`src/rtl/top_line_owner_arb.sv`:
```
// top_line_owner_arb
//   Round-robin owner arbiter for one shared pad line driven by four macros.
//   A guard period with drivers disabled separates every hand-over.
//   The mux select changes only while every driver is off.
//
// Parameters
//   GUARD_CYC : dead cycles (oe_gate low) before and after each ownership
//   MAX_HOLD  : OWN cycles before a contended owner is preempted
//
// Ports
//   clk           : clock; all state updates on the rising edge
//   rst_n         : asynchronous active-low reset
//   enable        : arbitration enable; low drains the owner and blocks grants
//   req[3:0]      : level request per macro
//   configuration : pad-line mux select (0..3, bits [3:2] always 0)
//   grant[3:0]    : one-hot grant to the current owner, zero when none
//   oe_gate       : high only while pad-line drivers may be enabled
//   busy          : high whenever the arbiter is not IDLE
module top_line_owner_arb #(
   parameter int GUARD_CYC = 2,
   parameter int MAX_HOLD  = 64
) (
   input  logic       clk,
   input  logic       rst_n,
   input  logic       enable,
   input  logic [3:0] req,
   output logic [3:0] configuration,
   output logic [3:0] grant,
   output logic       oe_gate,
   output logic       busy
);

   typedef enum logic [1:0] {IDLE, GUARD, OWN, DRAIN} state_t;

   localparam logic [3:0] GUARD_LOAD = 4'(GUARD_CYC - 1);
   localparam logic [7:0] HOLD_LAST  = 8'(MAX_HOLD - 1);

   state_t     state;
   logic [1:0] sel;
   logic [1:0] last_owner;
   logic [3:0] guard_cnt;
   logic [7:0] hold_cnt;
   logic [3:0] grant_r;
   logic       oe_r;
   logic       busy_r;

   logic [1:0] winner;
   logic [1:0] idx;
   logic [3:0] sel_onehot;
   logic       owner_req;
   logic       other_req;
   logic       preempt;

   // Round-robin pick: walk offsets 4..1 so the smallest offset from
   // last_owner (highest priority) is written last and wins.  Offset 4
   // wraps to last_owner itself, the lowest priority.
   always_comb begin
      winner = last_owner;
      idx    = last_owner;
      for (int i = 4; i >= 1; i--) begin
         idx = last_owner + 2'(i);
         if (req[idx]) begin
            winner = idx;
         end
      end
   end

   assign sel_onehot = 4'b0001 << sel;
   assign owner_req  = req[sel];
   assign other_req  = |(req & ~sel_onehot);
   assign preempt    = (hold_cnt == HOLD_LAST) && other_req;

   always_ff @(posedge clk or negedge rst_n) begin
      if (!rst_n) begin
         state      <= IDLE;
         sel        <= 2'd0;
         last_owner <= 2'd3;
         guard_cnt  <= 4'd0;
         hold_cnt   <= 8'd0;
         grant_r    <= 4'd0;
         oe_r       <= 1'b0;
         busy_r     <= 1'b0;
      end else begin
         case (state)
            IDLE: begin
               if (enable && (req != 4'd0)) begin
                  sel        <= winner;
                  last_owner <= winner;
                  guard_cnt  <= GUARD_LOAD;
                  state      <= GUARD;
                  busy_r     <= 1'b1;
               end
            end
            GUARD: begin
               // Winner withdrew or arbitration disabled: abandon quietly.
               if (!owner_req || !enable) begin
                  state  <= IDLE;
                  busy_r <= 1'b0;
               end else if (guard_cnt == 4'd0) begin
                  state    <= OWN;
                  grant_r  <= sel_onehot;
                  oe_r     <= 1'b1;
                  hold_cnt <= 8'd0;
               end else begin
                  guard_cnt <= guard_cnt - 4'd1;
               end
            end
            OWN: begin
               if (!owner_req || !enable || preempt) begin
                  state     <= DRAIN;
                  grant_r   <= 4'd0;
                  oe_r      <= 1'b0;
                  guard_cnt <= GUARD_LOAD;
               end else if (hold_cnt != HOLD_LAST) begin
                  hold_cnt <= hold_cnt + 8'd1;
               end
            end
            DRAIN: begin
               // Inputs are ignored; the exit always passes through IDLE.
               if (guard_cnt == 4'd0) begin
                  state  <= IDLE;
                  busy_r <= 1'b0;
               end else begin
                  guard_cnt <= guard_cnt - 4'd1;
               end
            end
            default: begin
               state   <= IDLE;
               grant_r <= 4'd0;
               oe_r    <= 1'b0;
               busy_r  <= 1'b0;
            end
         endcase
      end
   end

   assign configuration = {2'b00, sel};
   assign grant         = grant_r;
   assign oe_gate       = oe_r;
   assign busy          = busy_r;

endmodule

```
`config.mk`:
```
export PLATFORM = sky130hd
export DESIGN_NAME = top_line_owner_arb
export DESIGN_NICKNAME = d
export VERILOG_FILES = /design/src/rtl/top_line_owner_arb.sv
export SDC_FILE = /design/constraint.sdc
export NUM_CORES = 1
export LEC_CHECK = 0
export ABC_CLOCK_PERIOD_IN_PS = 3000
export CAP_MARGIN = 20
export CORE_ASPECT_RATIO = 0.75
export CORE_MARGIN = 5
export CORE_UTILIZATION = 55
export DETAILED_ROUTE_END_ITERATION = 10
export DONT_BUFFER_PORTS = 1
export MAX_ROUTING_LAYER = met4
export PLACE_DENSITY = 0.7
export REMOVE_ABC_BUFFERS = 1
export SLEW_MARGIN = 20
export SYNTH_ARGS = -nofsm -noshare
export SYNTH_HDL_FRONTEND = slang
export SYNTH_SLANG_ARGS = --single-unit
```
`constraint.sdc`:
```
create_clock -name clk -period 3 [get_ports clk]
set_input_delay 0.15 -clock clk [delete_from_list [all_inputs] [get_ports clk]]
set_output_delay 0.15 -clock clk [all_outputs]
set_load 0.1 [all_outputs]
```
==> reports/metrics.yaml, run 1 <==
status: "complete, no violations"
fin_area_um2: 1430
clkLatencyLatePin_ps: 320
mostFrequentLayoutCell: "dfrtp_1"
setup-violations-final: 0
rsz0062_at_grt: "false"
gp_congestion: 0.819
power_frac_seq_pct: 50.2
yosys.area.top_type: "dfrtp_1"
skew_ps: 13.6
swShare_pct: 52.3
netlist_area_um2: 1330
drv_slew: 0
max_stage_delay_ps: 520
relSlewSlack_pct: 37.1
rows: 15
worst-path-buf-inv: 1
dp_hpwl_um: 1920
start_util_pct: 57.6
yosys_warnings: 0
power_density_nw_per_um2: 1140
period_minus_slack_ps: 2080
r2r_slack_ps: 920
syn_avg_cell_area_um2: 9.17
grt_pass1_wl_um: 4260
netSwitchingPower_uw: 849
ys_ff_latch: 24
power.leakage_uw: 0.000630
period_share_pct: 69.4
path_cells: "inv_1 -> ha_1 -> or3b_2 -> nor3_2 -> o21ai_1 -> o21ai_0 -> o31ai_1"
power_frac_comb_pct: 35.7
hold_viol_final: 0
grt_max_degree: 25
layout-drive-gt1-share_pct: 8.72
io_pins: 17
maxCapViolations: 0
endpoint_kind: "flop"
synth.top_cell.area_share_pct: 41.4
final_cell_mix: "dfrtp_1, o21ai_0, nand2_1"
die-height_um: 52.6
vias_per_cell: 5.63
worstPathArrival_ps: 2290
timing.fmax_mhz: 480
nets: 159
cpMaxStageDelayCell: "or3b_2"
clkSlewWorstSetupHoldPaths_ps: 130
cts-root-buf: "clkbuf_4"
core_um2: 2310
critical_path_class: "flop to flop"
critPathTopFamily: "simple AND/OR/NAND/NOR gates"
synth_edf_count: 0
synthFlopType: "dfrtp_1"
grt_usage_pct: 16.6
tightestPinTransition_ps: 943
area_delta_synth_final_pct: 7.15
drtAntennaViolNets: 0
wire_per_inst_um: 13.9
synthCells: 145
fp.dieW_um: 66.8
drt-initial-drc-count: 60
finalSetupTns_ps: 0
cts_buffers: 3
antenna_found_initial: 0
cts-htree-levels: 1
ir_worst_vdd_mv: 0.630
min_path_type: "input pin to flop"
grt_pass1_vias: 951
synthTopCellsByArea: "dfrtp_1, o21ai_0, dfstp_2, nand2_1, inv_1"
clock_sinks: 24
crit_fanout: 9
cts_tree: "built"
async_flop_share_pct: 100
cp.required_ps: 3210
die_area_um2: 3510
drt_pre_antenna_iters: 4
drc_errors: 0
p_int_uw: 775
grt_overflow: 0
portBuffers: 0
vias: 1030
clockBufferDepth: 2
clockPowerShare_pct: 14.0
n_antenna_cell: 0
place_area_um2: 1360
finalWirelength_um: 2540
yosysUniqueCellTypes: 37
start_kind: "flop"
seq_area_frac_synth_pct: 45.3
-- cell families (layout without fill, tap and decap cells) --
| family | Yosys count | after routing | synth area share, % |
|---|---|---|---|
| compound gates | 48 | 48 | 24.3 |
| buf+inv | 17 | 20 | 5.93 |
| simple gates | 49 | 49 | 19.3 |
| other cells | 1 | 2 | 0.282 |
| flops | 24 | 24 | 45.3 |
| mux | 4 | 4 | 3.01 |
| fa+ha+maj | 2 | 2 | 1.88 |
-- synthesized netlist by cell type (5+ instances only) --
master	n
inv_1	12
nand3_1	7
nand2_1	14
nor2_1	8
nand2b_1	5
o21ai_0	15
nor2b_1	5
o31ai_1	5
dfrtp_1	22
-- repair_timing --
action                    CTS  global route
hold endpoints to repair   24            22
setup buffers               0             0
hold buffers                1             1
resized for setup           0             0
-- worst reg2reg max path: cells and delay by family, from the launching register on --
| family | cells | cell delay [ps] |
|---|---|---|
| AO/OA/AOI/OAI | 3 | 580 |
| adder cells (fa/ha/maj) | 1 | 190 |
| buffers and inverters | 1 | 90 |
| flip-flops | 1 | 410 |
| AND/OR/NAND/NOR | 2 | 720 |
-- flip-flops by register name, summed over array words and instances (netlist names), named ones only --
signal	count
hold_cnt	8
guard_cnt	4
oe_gate	1
grant	4
busy	1
last_owner	2
state	1
sel	2
-- metrics by stage --
stage,std cells,setup WS (ps),hold slack (ps),power [uW],utilization [%]
2_1_floorplan,141,568,-146,1270,-
3_3_place_gp,177,1010,-145,1370,58.8
3_5_place_dp,177,933,-145,1390,58.8
4_1_cts,182,915,110,1630,61.5
5_1_grt,183,666,119,1720,61.7
6_report,183,917,124,1620,61.7
-- worst paths after layout --
check,from,cells past startpoint,to
worst max-delay path,guard_cnt[0]$_DFFE_PN0P_,7,hold_cnt[6]$_DFFE_PN0P_
worst min-delay path,req[1],3,last_owner[1]$_DFFE_PN1P_
worst max register to register,guard_cnt[0]$_DFFE_PN0P_,7,hold_cnt[6]$_DFFE_PN0P_
worst min register to register,hold_cnt[7]$_DFFE_PN0P_,1,hold_cnt[7]$_DFFE_PN0P_
max in group asynchronous,rst_n,2,last_owner[0]$_DFFE_PN1P_
min in group asynchronous,rst_n,2,hold_cnt[2]$_DFFE_PN0P_
-- cell type report --
type | count | area [um2]
Fill cell | 200 | 883
Clock inverter | 1 | 30.0
Clock buffer | 3 | 22.5
Multi-Input combinational cell | 105 | 652
Tap cell | 34 | 42.5
Timing Repair Buffer | 4 | 30.0
Sequential cell | 24 | 603
Inverter | 12 | 45.0
-- routing by layer --
metal | global-route usage, % | up-vias | share of wire (%)
li1 | - | 532 | -
met1 | 22.2 | 481 | 52
met2 | 24.8 | 15 | 42
met3 | 5.36 | 2 | 4.7
met4 | 3.04 | 0 | 0.71
met5 | - | - | 0
-- power groups by stage --
| stage | Combinational, uW | Clock, uW | Sequential (uW) |
|---|---|---|---|
| after floorplan | 366 | 0 | 899 |
| after global placement | 559 | 0 | 814 |
| after detailed placement | 573 | 0 | 820 |
| after CTS | 585 | 234 | 813 |
| after global routing | 646 | 248 | 831 |
| final | 581 | 228 | 815 |
Power figures use the tool's default switching activity.
==> run 2, diff against run 1 <==
--- a/config.mk
+++ b/config.mk
@@ -5,7 +5,7 @@
 export SDC_FILE = /design/constraint.sdc
 export NUM_CORES = 1
 export LEC_CHECK = 0
-export ABC_CLOCK_PERIOD_IN_PS = 3000
+export ABC_CLOCK_PERIOD_IN_PS = 1700
 export CAP_MARGIN = 20
 export CORE_ASPECT_RATIO = 0.75
 export CORE_MARGIN = 5
@@ -13,7 +13,7 @@
 export DETAILED_ROUTE_END_ITERATION = 10
 export DONT_BUFFER_PORTS = 1
 export MAX_ROUTING_LAYER = met4
-export PLACE_DENSITY = 0.7
+export PLACE_DENSITY = 0.73
 export REMOVE_ABC_BUFFERS = 1
 export SLEW_MARGIN = 20
 export SYNTH_ARGS = -nofsm -noshare
==> constraint.sdc (replaced) <==
create_clock -name clk -period 1.7 [get_ports clk]
set_input_delay 0.085 -clock clk [delete_from_list [all_inputs] [get_ports clk]]
set_output_delay 0.085 -clock clk [all_outputs]
set_load 0.1 [all_outputs]
==> reports/metrics.yaml, run 2 (synthesized netlist as in run 1, its figures left out) <==
vias_per_cell: 6.22
die-height_um: 52.6
clkLatencyLatePin_ps: 320
period_minus_slack_ps: 1850
power_frac_seq_pct: 25.8
worst-path-buf-inv: 2
cts_buffers: 3
clockPowerShare_pct: 8.1
post-place-ws_ps: -321
area_delta_synth_final_pct: 48.0
power_frac_comb_pct: 66.1
largest_register: "hold_cnt"
endpoint_kind: "flop"
clockBufferDepth: 2
rsz0062_at_grt: "true"
io_pins: 17
tightestPinTransition_ps: 536
grt_max_degree: 25
mostFrequentLayoutCell: "buf_4"
clkSlewWorstSetupHoldPaths_ps: 130
grt_overflow: 0
die_area_um2: 3510
num-fill-cells: 138
min_path_type: "input pin to flop"
maxCapViolations: 0
critPathTopFamily: "simple AND/OR/NAND/NOR gates"
drt_pre_antenna_iters: 5
cpMaxStageDelayCell: "dfrtp_1"
period_share_pct: 109
drv_slew: 0
hold_viol_final: 0
crit_fanout: 5
status: "complete, but fails checks"
dp_hpwl_um: 2440
final_cell_mix: "buf_4, dfrtp_1, inv_1"
grt_pass1_wl_um: 6200
netSwitchingPower_uw: 1950
ir_worst_vdd_mv: 1.37
n_antenna_cell: 0
power.leakage_uw: 0.000889
relSlewSlack_pct: 64.3
gp_congestion: 0.818
skew_ps: 10.3
start_kind: "flop"
vias: 1418
swShare_pct: 51.8
setup-violations-final: 16
finalWirelength_um: 4300
total_power_uw: 3760
antenna_found_initial: 0
fp.dieW_um: 66.8
core_um2: 2310
drc_errors: 0
drt-initial-drc-count: 174
drtAntennaViolNets: 0
start_util_pct: 57.6
cts-htree-levels: 1
violations: "setup timing"
register_area_um2: 604
cp.depth: 8
final.setup.worst_slack_ps: -150
critical_path_class: "flop to flop"
portBuffers: 0
worstPathArrival_ps: 2060
largest_reg_flops: 8
path_cells: "inv_2 -> ha_4 -> or3b_4 -> nor3_4 -> buf_6 -> o21ai_4 -> o21ai_2 -> o31ai_2"
hold_path_depth: 3
rows: 15
cp.required_ps: 1910
max_stage_delay_ps: 410
cts-root-buf: "clkbuf_4"
reg2regPathDepth: 8
grt_pass1_vias: 1323
layout-drive-gt1-share_pct: 45.9
grt_usage_pct: 24.4
multiInputGateArea_um2: 857
cts_tree: "built"
timing.fmax_mhz: 540
power_density_nw_per_um2: 1910
wire_per_inst_um: 18.9
nets: 204
p_int_uw: 1810
clock_sinks: 24
## run 2: per-layer routing
layer  part of all wire [%]  routed length, um  track usage [%]
met1                     41               1770             29.2
met2                     49               2130             41.9
met3                    6.3                270             5.58
met4                    3.3                140             5.74
met5                      0                  0                -
## run 2: area by class of cell
| cell class | count | share of cell area [%] |
|---|---|---|
| clock buffer | 4 | 1.84 |
| tap | 34 | 2.16 |
| sequential | 24 | 30.7 |
| timing repair buffer | 48 | 19.5 |
| multi-input combinational | 106 | 43.5 |
| inverter | 12 | 2.29 |
## run 2: power by group through the flow
stage | clock network, uW | logic, uW | registers [uW]
6_report | 303 | 2480 | 970
5_1_grt | 342 | 2620 | 991
4_1_cts | 301 | 2250 | 953
3_5_place_dp | 0 | 1890 | 959
3_3_place_gp | 0 | 1830 | 939
2_1_floorplan | 0 | 645 | 1590
## run 2: path summary, 6_finish.rpt
kind	start	endpoint	slack, ps
setup / recovery	guard_cnt[0]$_DFFE_PN0P_	hold_cnt[3]$_DFFE_PN0P_	-150
hold / removal	req[1]	last_owner[1]$_DFFE_PN1P_	60
setup reg to reg	guard_cnt[0]$_DFFE_PN0P_	hold_cnt[3]$_DFFE_PN0P_	-150
hold reg to reg	oe_gate$_DFFE_PN0P_	oe_gate$_DFFE_PN0P_	560
max in group asynchronous	rst_n	sel[0]$_DFFE_PN0P_	1050
min in group asynchronous	rst_n	hold_cnt[6]$_DFFE_PN0P_	250
## run 2: metrics by stage
| stage | util, % | hold WS, ps | instance area, um2 | setup TNS (ps) | instances |
|---|---|---|---|---|---|
| after floorplan | - | -211 | 1300 | -9790 | 141 |
| after global placement | 69.9 | -210 | 1610 | -2280 | 211 |
| after detailed placement | 69.9 | -210 | 1610 | -4290 | 211 |
| after CTS | 81.8 | 35.4 | 1890 | -523 | 224 |
| after global routing | 85.3 | 28.0 | 1970 | -2240 | 228 |
| final | 85.3 | 56.1 | 1970 | -829 | 228 |
## run 2: worst reg2reg max path: stages (launching register included)
cell	delay [ps]
dfrtp_1	410
inv_2	80
ha_4	120
or3b_4	400
nor3_4	130
buf_6	170
o21ai_4	90
o21ai_2	210
o31ai_2	120
## run 2: what timing repair did
action,4_1_cts,5_1_grt
setup buffers,7,3
hold endpoints to repair,24,22
hold buffers,1,1
pin swaps,19,6
gates cloned,1,0
setup endpoints to repair,19,19
resized for setup,47,12
==> run 3, diff against run 2 <==
--- a/config.mk
+++ b/config.mk
@@ -12,9 +12,11 @@
 export CORE_UTILIZATION = 55
 export DETAILED_ROUTE_END_ITERATION = 10
 export DONT_BUFFER_PORTS = 1
+export GPL_TIMING_DRIVEN = 0
 export MAX_ROUTING_LAYER = met4
 export PLACE_DENSITY = 0.73
 export REMOVE_ABC_BUFFERS = 1
+export SETUP_SLACK_MARGIN = 0.2
 export SLEW_MARGIN = 20
 export SYNTH_ARGS = -nofsm -noshare
 export SYNTH_HDL_FRONTEND = slang
==> reports/metrics.yaml, run 3 (synthesized netlist as in run 1, its figures left out) <==
min_path_type: "input pin to flop"
drv_slew: 0
cts-htree-levels: 1
cts_buffers: 3
io_pins: 17
status: "complete, but fails checks"
drc_errors: 0
cts-root-buf: "clkbuf_4"
dp_hpwl_um: 1970
power_density_nw_per_um2: 1960
skew_ps: 13.5
cp.required_ps: 1940
core_um2: 2310
gp_congestion: 0.855
largest_register: "hold_cnt"
drt_pre_antenna_iters: 4
post-place-ws_ps: -944
grt_pass1_wl_um: 5480
clkLatencyLatePin_ps: 350
wire_per_inst_um: 20.9
rows: 15
holdWs_ps: 129
power_frac_comb_pct: 42.0
start_util_pct: 57.6
clkSlewWorstSetupHoldPaths_ps: 140
wl_met2_um: 2110
power.leakage_uw: 0.000783
netSwitchingPower_uw: 1940
p_int_uw: 1730
finalWirelength_um: 4340
die-height_um: 52.6
power_frac_seq_pct: 46.3
hold_viol_final: 0
grt_max_degree: 25
dr.max_layer_used: "met4"
vias_per_cell: 6.49
r2r-end: "grant[1]$_DFFE_PN0P_"
worstPathArrival_ps: 2360
layout-drive-gt1-share_pct: 40.5
final.setup.worst_slack_ps: -415
n_antenna_cell: 0
violations: "setup timing"
clockPowerShare_pct: 11.7
vias: 1344
r2r_slack_ps: -410
wl_met1_um: 1610
rsz0062_at_grt: "true"
grt_overflow: 0
endpoint_kind: "flop"
hold_path_depth: 4
relSlewSlack_pct: 36.5
die_area_um2: 3510
nets: 183
final_cell_mix: "dfrtp_1, buf_4, nand2_1"
met3_length_um: 349
antenna_found_initial: 0
clockBufferDepth: 2
reg2regPathDepth: 7
setup-violations-final: 19
fp.dieW_um: 66.8
cts_tree: "built"
critPathLaunch: "sel[1]$_DFFE_PN0P_"
worstHoldStart: "req[0]"
swShare_pct: 52.8
grt_usage_pct: 22.1
maxCapViolations: 0
portBuffers: 0
ir_worst_vdd_mv: 1.33
drtAntennaViolNets: 0
timing.fmax_mhz: 473
start_kind: "flop"
critical_path_class: "flop to flop"
mostFrequentLayoutCell: "dfrtp_1"
grt_pass1_vias: 1187
largest_reg_flops: 8
crit_fanout: 7
holdPathEnd: "last_owner[0]$_DFFE_PN1P_"
area_delta_synth_final_pct: 40.5
total_power_uw: 3670
period_share_pct: 124
clock_sinks: 24
drt-initial-drc-count: 121
period_minus_slack_ps: 2110
worst_r2r_startpoint: "sel[1]$_DFFE_PN0P_"
tightestPinTransition_ps: 953
run 3: cell count changes in the layout (fill, tap and decap cells not counted), moves of 3 or more:
cell | previous run | this run
buf_4 | 40 | 14
o31ai_1 | 3 | 0
nand2_1 | 9 | 12
nand2_2 | 4 | 1
run 3: metrics by stage:
stage	TNS, ps	area, um2	util (%)	cells
2_1_floorplan	-9790	1300	-	141
3_3_place_gp	-14560	1340	58.2	175
3_5_place_dp	-15400	1340	58.2	175
4_1_cts	-4600	1630	70.6	195
5_1_grt	-7130	1870	80.9	207
6_report	-5880	1870	80.9	207
run 3: power by group through the flow:
| stage | logic, uW | clock network [uW] | registers [uW] |
|---|---|---|---|
| 2_1_floorplan | 645 | 0 | 1590 |
| 3_3_place_gp | 735 | 0 | 1650 |
| 3_5_place_dp | 777 | 0 | 1650 |
| 4_1_cts | 1140 | 419 | 1660 |
| 5_1_grt | 1660 | 464 | 1730 |
| 6_report | 1540 | 430 | 1700 |
run 3: how the worst max path moves through the flow:
stage	end	slack (ps)	cells past startpoint
floorplan	guard_cnt[3]$_DFFE_PN0P_	-730	5
global placement	hold_cnt[5]$_DFFE_PN0P_	-910	5
detailed placement	hold_cnt[5]$_DFFE_PN0P_	-940	5
CTS	guard_cnt[1]$_DFFE_PN0P_	-370	6
global route	guard_cnt[3]$_DFFE_PN0P_	-480	6
finish	grant[1]$_DFFE_PN0P_	-410	7
run 3: area by class of cell:
type | instances | area, um2
inverter | 12 | 45.0
sequential | 24 | 611
multi-input combinational | 106 | 887
fill | 142 | 440
tap | 34 | 42.5
clock inverter | 1 | 30.0
clock buffer | 3 | 22.5
timing repair buffer | 27 | 230
run 3: per-layer routing:
layer  global-route usage, %  vias to the layer above
li1                        -                      590
met1                    25.3                      641
met2                    36.2                       84
met3                    6.01                       29
met4                    10.1                        0
met5                       -                        -
run 3: timing repair:
action                     CTS  global route
hold endpoints to repair    25            22
hold buffers                 3             1
buffers inserted            12            11
cloned                       1             0
resized for setup           33            38
pin swaps                   10            17
setup endpoints to repair   26            23
run 3: worst max-delay path: stages, from the launching register on:
cell     delay [ps]
dfrtp_4         670
mux2i_1         170
a32o_1          280
a211o_1         270
buf_4           150
buf_6           110
a21oi_4         230
o32ai_2         110
